**src/rtl/spi_pkg.sv**
```systemverilog
// spi_pkg: shared state encoding and parameter defaults for the SPI master controller
package spi_pkg;
  typedef enum logic [1:0] {IDLE, SETUP, SHIFT, DONE} state_t;
  localparam int FRAME_BITS_DEF = 8;
  localparam int DIV_W_DEF = 8;
endpackage

```
**src/rtl/spi_master_ctrl_if.sv**
```systemverilog
// spi_master_ctrl_if: frame handshake and status bus between host logic and the SPI master
interface spi_master_ctrl_if import spi_pkg::*; #(parameter int FRAME_BITS = FRAME_BITS_DEF);
  logic [FRAME_BITS-1:0] tx_data;
  logic tx_valid;
  logic tx_ready;
  logic [FRAME_BITS-1:0] rx_data;
  logic spif;
  logic spif_clr;
  modport master (output tx_data, tx_valid, spif_clr, input tx_ready, rx_data, spif);
  modport slave (input tx_data, tx_valid, spif_clr, output tx_ready, rx_data, spif);
endinterface

```
**src/rtl/spi_baud_gen.sv**
```systemverilog
// spi_baud_gen: emits one tick every div+1 enabled cycles, restarting whenever disabled
module spi_baud_gen import spi_pkg::*; #(parameter int DIV_W = DIV_W_DEF) (
  input logic clk,
  input logic rst,
  input logic en,
  input logic [DIV_W-1:0] div,
  output logic tick
);
  logic [DIV_W-1:0] cnt;
  assign tick = en && cnt == div;
  // count up to div then restart; all-ones div gives a full 2^DIV_W period
  always_ff @(posedge clk)
    cnt <= (rst || !en || tick) ? '0 : cnt + 1'b1;
endmodule

```
**src/rtl/spi_master_ctrl.sv**
```systemverilog
// spi_master_ctrl: SPI master frame engine; define SPI_MODF_EN to add mode-fault detection
module spi_master_ctrl import spi_pkg::*; #(
  parameter int DIV_W = DIV_W_DEF,
  parameter int FRAME_BITS = FRAME_BITS_DEF
) (
  input logic clk,
  input logic rst,
  input logic spe,
  input logic mstr,
  input logic cpol,
  input logic cpha,
  input logic ssoe,
  input logic lsbfe,
  input logic spie,
  input logic sptie,
  input logic [DIV_W-1:0] baud_div,
  spi_master_ctrl_if.slave bus,
  output logic sclk,
  output logic mosi,
  output logic ss_n,
  input logic miso,
  output logic irq
`ifdef SPI_MODF_EN
  ,
  input logic ss_in_n,
  input logic modfen,
  input logic modf_clr,
  output logic modf
`endif
);
  localparam int HW = $clog2(2 * FRAME_BITS);
  state_t state, nxt;
  logic cpol_l, cpha_l, lsbfe_l, ssoe_l, sclk_q, tick, accept, abort, flt, blk, mirq, lead, smp, shf, fin, rdy;
  logic [DIV_W-1:0] div_l;
  logic [FRAME_BITS-1:0] sh, rxs;
  logic [HW-1:0] hcnt;
`ifdef SPI_MODF_EN
  assign flt = mstr && modfen && !ssoe && !ss_in_n;
  assign blk = modf;
  assign mirq = spie && modf;
  // sticky mode fault, a new fault wins over a clear in the same cycle
  always_ff @(posedge clk)
    modf <= rst ? 1'b0 : flt || (modf && !modf_clr);
`else
  assign flt = 1'b0;
  assign blk = 1'b0;
  assign mirq = 1'b0;
`endif
  assign accept = bus.tx_valid && bus.tx_ready;
  assign abort = state != IDLE && (!spe || !mstr || flt);
  assign lead = !hcnt[0];
  assign smp = cpha_l ? !lead : lead;
  assign shf = cpha_l ? lead && hcnt != '0 : !lead;
  assign fin = state == DONE && tick && !abort;
  spi_baud_gen #(.DIV_W(DIV_W)) u_baud (.clk(clk), .rst(rst), .en(state != IDLE), .div(div_l), .tick(tick));
  // state register
  always_ff @(posedge clk)
    state <= rst ? IDLE : nxt;
  // next-state: setup and done last one half-period, shift lasts 2*FRAME_BITS of them
  always_comb
    nxt = abort ? IDLE :
          state == IDLE ? (accept ? SETUP : IDLE) :
          state == SETUP ? (tick ? SHIFT : SETUP) :
          state == SHIFT ? (tick && hcnt == HW'(2 * FRAME_BITS - 1) ? DONE : SHIFT) :
          (tick ? IDLE : DONE);
  // pin and status outputs decoded from state and latched configuration
  always_comb begin
    rdy = state == IDLE && spe && mstr && !blk;
    bus.tx_ready = rdy;
    ss_n = !(state != IDLE && ssoe_l);
    sclk = state == SHIFT ? sclk_q : cpol_l;
    mosi = lsbfe_l ? sh[0] : sh[FRAME_BITS-1];
    irq = !rst && ((spie && bus.spif) || (sptie && rdy) || mirq);
  end
  // datapath: latch frame and config on accept, shift on half-period ticks, publish on done
  always_ff @(posedge clk)
    if (rst) begin
      {cpol_l, cpha_l, lsbfe_l, ssoe_l, sclk_q, bus.spif} <= '0;
      div_l <= '0;
      sh <= '0;
      rxs <= '0;
      hcnt <= '0;
      bus.rx_data <= '0;
    end else begin
      if (accept) begin
        {cpol_l, cpha_l, lsbfe_l, ssoe_l} <= {cpol, cpha, lsbfe, ssoe};
        div_l <= baud_div;
        sh <= bus.tx_data;
      end
      if (state == SHIFT && tick) begin
        hcnt <= hcnt + 1'b1;
        sclk_q <= !sclk_q;
        if (smp) rxs <= lsbfe_l ? {miso, rxs[FRAME_BITS-1:1]} : {rxs[FRAME_BITS-2:0], miso};
        if (shf) sh <= lsbfe_l ? sh >> 1 : sh << 1;
      end else if (state != SHIFT) begin
        hcnt <= '0;
        sclk_q <= cpol_l;
      end
      if (fin) bus.rx_data <= rxs;
      bus.spif <= fin || (bus.spif && !bus.spif_clr);
    end
endmodule

```
**src/flat_wrapper.sv**
```systemverilog
// flat-port wrapper written by rule: the top's interface ports become plain ports
module spi_master_ctrl_flat import spi_pkg::*;
#(
  parameter int DIV_W = DIV_W_DEF,
  parameter int FRAME_BITS = FRAME_BITS_DEF
)
  (clk, rst, spe, mstr, cpol, cpha, ssoe, lsbfe, spie, sptie, baud_div, sclk, mosi, ss_n, miso, irq, bus_tx_data, bus_tx_valid, bus_spif_clr, bus_tx_ready, bus_rx_data, bus_spif);
  spi_master_ctrl_if #(.FRAME_BITS(FRAME_BITS)) bus_i ();
  input logic clk;
  input logic rst;
  input logic spe;
  input logic mstr;
  input logic cpol;
  input logic cpha;
  input logic ssoe;
  input logic lsbfe;
  input logic spie;
  input logic sptie;
  input logic [DIV_W-1:0] baud_div;
  output logic sclk;
  output logic mosi;
  output logic ss_n;
  input logic miso;
  output logic irq;
  input wire logic [$bits(bus_i.tx_data)-1:0] bus_tx_data;
  input wire logic [$bits(bus_i.tx_valid)-1:0] bus_tx_valid;
  input wire logic [$bits(bus_i.spif_clr)-1:0] bus_spif_clr;
  output wire logic [$bits(bus_i.tx_ready)-1:0] bus_tx_ready;
  output wire logic [$bits(bus_i.rx_data)-1:0] bus_rx_data;
  output wire logic [$bits(bus_i.spif)-1:0] bus_spif;
  assign bus_i.tx_data = bus_tx_data;
  assign bus_i.tx_valid = bus_tx_valid;
  assign bus_i.spif_clr = bus_spif_clr;
  assign bus_tx_ready = bus_i.tx_ready;
  assign bus_rx_data = bus_i.rx_data;
  assign bus_spif = bus_i.spif;
  spi_master_ctrl #(.DIV_W(DIV_W), .FRAME_BITS(FRAME_BITS)) u_core (.clk(clk), .rst(rst), .spe(spe), .mstr(mstr), .cpol(cpol), .cpha(cpha), .ssoe(ssoe), .lsbfe(lsbfe), .spie(spie), .sptie(sptie), .baud_div(baud_div), .bus(bus_i), .sclk(sclk), .mosi(mosi), .ss_n(ss_n), .miso(miso), .irq(irq));
endmodule
```
**config.mk**
```make
export PLATFORM = sky130hd
export DESIGN_NAME = spi_master_ctrl_flat
export DESIGN_NICKNAME = d
export VERILOG_FILES = /design/src/rtl/spi_pkg.sv /design/src/rtl/spi_master_ctrl_if.sv /design/src/rtl/spi_baud_gen.sv /design/src/rtl/spi_master_ctrl.sv /design/src/flat_wrapper.sv
export SDC_FILE = /design/constraint.sdc
export NUM_CORES = 1
export LEC_CHECK = 0
export CORE_AREA = 2 2 74 76
export DETAILED_ROUTE_END_ITERATION = 8
export DIE_AREA = 0 0 76 78
export PLACE_DENSITY = 0.8
export SLEW_MARGIN = 40
export SYNTH_ARGS = -nofsm -noshare
export SYNTH_HDL_FRONTEND = slang
export SYNTH_SLANG_ARGS = --single-unit
```
**constraint.sdc**
```tcl
create_clock -name clk -period 4.2 [get_ports clk]
set_input_delay 0.63 -clock clk [delete_from_list [all_inputs] [get_ports clk]]
set_output_delay 0.63 -clock clk [all_outputs]
set_load 0.005 [all_outputs]
```
==> metrics <==
outcome finished, final reports clean; die area roughly 0.006 sq mm; unrepaired setup endpoints after global routing no; drt initial violations 89; Die Y 78 um; via count 2131; standard-cell rows 26; Worst path depth 5; clock-pin transition on the worst setup and hold timing paths 0.09 ns; dpl cells approximately 400; r2r worst-path depth 5; clock buffer depth 2; Yosys reg bits 52; IO buf count 42; Worst Setup SP spe; Synthesis Warnings 0; Post-Synthesis Cells 291; CP Max Fanout 7; slew margin rel. 0.4990; Final Cycle Share 0.7564; area added between synthesis and finish 20.75%; cell family with most CP delay buffers and inverters; Leak Pwr ~1.1 nW; Post-CTS Resized 0; Avg Cell Area, Syn approximately 9.5 sq um; share of the synthesized area in the top cell type 0.3770; storage element area about 0.0010 sq mm; CTS Buf Count 5; Post-Syn Nets 323; Seq/Total Area, Yosys 0.3770; # fillers 404; setup ws final 1.023 ns; dominant cells by area after synthesis dfxtp_1 (38%), mux2i_1 (14%), xnor2_2 (4.7%); critical path required time around 3.6 ns; fin area approximately 0.0033 sq mm; CTS root buffer clkbuf_8; Worst path most repeated cell clkdlybuf4s50_1; Detail Placement HPWL roughly 3.8 mm; hold buffers post-CTS 0; HP Class flip-flop to flip-flop; largest net degree at the start of global routing 66; final WL 5.464 mm; Crit. End Element output port; Critical Path Start Type input pin; mapped cell area about 0.0028 sq mm; clk sink count 52; Final GP Congestion 0.7976; Total GRT Usage 0.1903; Post-synth ARST share 0; routed len/inst 13.76 um; area of placed instances 0.003226 sq mm; vias per cell 5.368; TritonCTS clock tree yes; Worst path slowest cell nor4bb_2; CTS H-tree lvls 2; initial antenna violation count 0; Post-synth top flop dfxtp_1; max-slew violation count 0; Setup crit end irq; Final Hold Fails 0; final core occ 0.6613; Starting Density 0.5476; PwrDens 286.8 mW/mm^2; worst reg2reg path startpoint u_core.state[1]$_SDFF_PP0_; Final Skew 0.008471 ns; Max IR drop VDD a little under 200 uV; cell taking the most area after synthesis dfxtp_1; Max-Cap Viols 0; critical-path cell list clkdlybuf4s50_1 > nor4bb_2 > a22oi_1 > nor2_1 > clkdlybuf4s50_1; Reg2Reg Setup Slack 2.07 ns; achievable clock frequency approximately 310 MHz; gr ovfl total 0; Remaining DRCs 0; Reg-to-Reg End u_core.cpol_l$_SDFFE_PP0P_; vias in the first global route between 2000 and 2500; Final #Nets 358; area of the multi-input gates 0.001639 sq mm; Worst-Skew Late Latency 0.30 ns; Antenna Nets Post-Route 0; Synth cell types between 40 and 50; die width 76 um; share of layout cells above drive strength 1 0.1376; post-route insts no fill 397; pre-CTS setup slack about 1.1 ns; worst path bufs/invs 2; Worst Tran Pin Value 0.7458 ns; core area 0.005042 sq mm; Setup TNS 0 ns; TritonRoute pass-1 iters 4; I/O pin cnt 43; first-pass GRT wire length 9.321 mm; number of synthesized flops with an enable pin 0; Worst EP arrival about 2.6 ns; minimum clock period about 3.2 ns; total setup buffers inserted after CTS 0; Final Setup Violations 0; largest stage delay on the critical path 0.62 ns; critical path class input pin to output port; Antenna diodes 0
layer usage:
layer,track usage,up-vias,part of all wire
met3,0.03605,2,0.031
met5,0,-,0
li1,-,1102,-
met1,0.2553,1001,0.49
met2,0.3098,26,0.47
met4,0.06364,0,0.0049
sequential cells by signal, summed over array words and instances, names as in the netlist:
| name | flops |
|---|---|
| u_core.bus.spif | 1 |
| u_core.cpol_l | 1 |
| u_core.cpha_l | 1 |
| u_core.sh | 8 |
| u_core.bus.rx_data | 8 |
| u_core.div_l | 8 |
| u_core.lsbfe_l | 1 |
| u_core.ssoe_l | 1 |
| u_core.state | 2 |
| u_core.sclk_q | 1 |
| u_core.u_baud.cnt | 8 |
| u_core.hcnt | 4 |
| u_core.rxs | 8 |
kinds of logic after synthesis:
group	Yosys count	share of synthesized area
DFF	52	0.3770
buffers and inverters	21	0.03398
xor gates and xnor gates	14	0.06615
and+or+nand+nor	115	0.2587
AOI/OAI and AO/OA	47	0.1087
muxes	39	0.1418
adders and majority gates	3	0.01359
worst min-delay path by stage:
stage | startpoint | to | slack [ns] | cells past startpoint
after detailed placement | u_core.ssoe_l$_SDFFE_PP0P_ | u_core.ssoe_l$_SDFFE_PP0P_ | 0.44 | 2
after global routing | u_core.ssoe_l$_SDFFE_PP0P_ | u_core.ssoe_l$_SDFFE_PP0P_ | 0.49 | 2
after floorplan | u_core.ssoe_l$_SDFFE_PP0P_ | u_core.ssoe_l$_SDFFE_PP0P_ | 0.43 | 2
after global placement | u_core.ssoe_l$_SDFFE_PP0P_ | u_core.ssoe_l$_SDFFE_PP0P_ | 0.44 | 2
after CTS | u_core.ssoe_l$_SDFFE_PP0P_ | u_core.ssoe_l$_SDFFE_PP0P_ | 0.46 | 2
final | u_core.ssoe_l$_SDFFE_PP0P_ | u_core.ssoe_l$_SDFFE_PP0P_ | 0.46 | 2
metrics by stage:
stage,hold slack [ns],power [mW]
final,0.4563,0.9562
after global routing,0.4893,0.9915
after CTS,0.4569,0.9631
after detailed placement,0.4433,0.6255
after global placement,0.4411,0.6237
after floorplan,0.4329,0.5831
final cells by class:
class                      count  share of cell area
clock buffer                   6             0.02176
clock inverter                 2             0.01051
inverter                       4            0.004503
multi-input combinational    218              0.4916
sequential                    52              0.3126
tap                           70             0.02627
timing repair buffer          45              0.1328
cells in the mapped netlist (2+ instances only):
cell / number
a21boi_0: 4
a21boi_1: 4
a21oi_1: 18
a311oi_1: 2
and3_1: 10
and4_1: 2
buf_2: 6
clkbuf_1: 10
dfxtp_1: 52
ha_1: 3
inv_1: 4
mux2i_1: 38
nand2_1: 30
nand2b_1: 17
nand3_1: 8
nand4_4: 2
nor2_1: 4
nor2b_1: 3
nor4_1: 8
o21ai_0: 5
o21bai_1: 8
o31ai_1: 3
or2_2: 14
or3_1: 2
or3b_2: 2
or4_1: 3
xnor2_2: 8
xor2_1: 5
cell usage in the layout (no fill, tap or decap), types with 2 or more instances in the layout:
| master | n |
|---|---|
| dfxtp_1 | 51 |
| clkdlybuf4s50_1 | 42 |
| mux2i_1 | 38 |
| nand2_1 | 30 |
| a21oi_1 | 18 |
| nand2b_1 | 17 |
| or2_2 | 14 |
| and3_1 | 10 |
| o21bai_1 | 8 |
| xnor2_2 | 8 |
| nand3_1 | 8 |
| nor4_1 | 7 |
| o21ai_0 | 5 |
| xor2_1 | 5 |
| clkbuf_8 | 5 |
| inv_1 | 4 |
| nor2_1 | 4 |
| a21boi_1 | 4 |
| a21boi_0 | 4 |
| nor2b_1 | 3 |
| o31ai_1 | 3 |
| or4_1 | 3 |
| ha_1 | 3 |
| buf_4 | 3 |
| or3b_2 | 2 |
| nand4_4 | 2 |
| and4_1 | 2 |
| or3_1 | 2 |
| a311oi_1 | 2 |
report_power, final:
group | internal (mW) | switching (mW) | leakage (nW)
Combinational | 0.0537 | 0.0510 | 0.606
Sequential | 0.500 | 0.00921 | 0.421
Clock | 0.177 | 0.165 | 0.0552
Total | 0.731 | 0.225 | 1.08
worst register-to-register path: stages (launching register included):
cell      delay [ns]
dfxtp_1         0.42
nor4bb_2        0.65
buf_4           0.30
and2_1          0.45
nand2_1         0.10
a21oi_1         0.15
No activity file was read; power rests on OpenSTA's default activity.
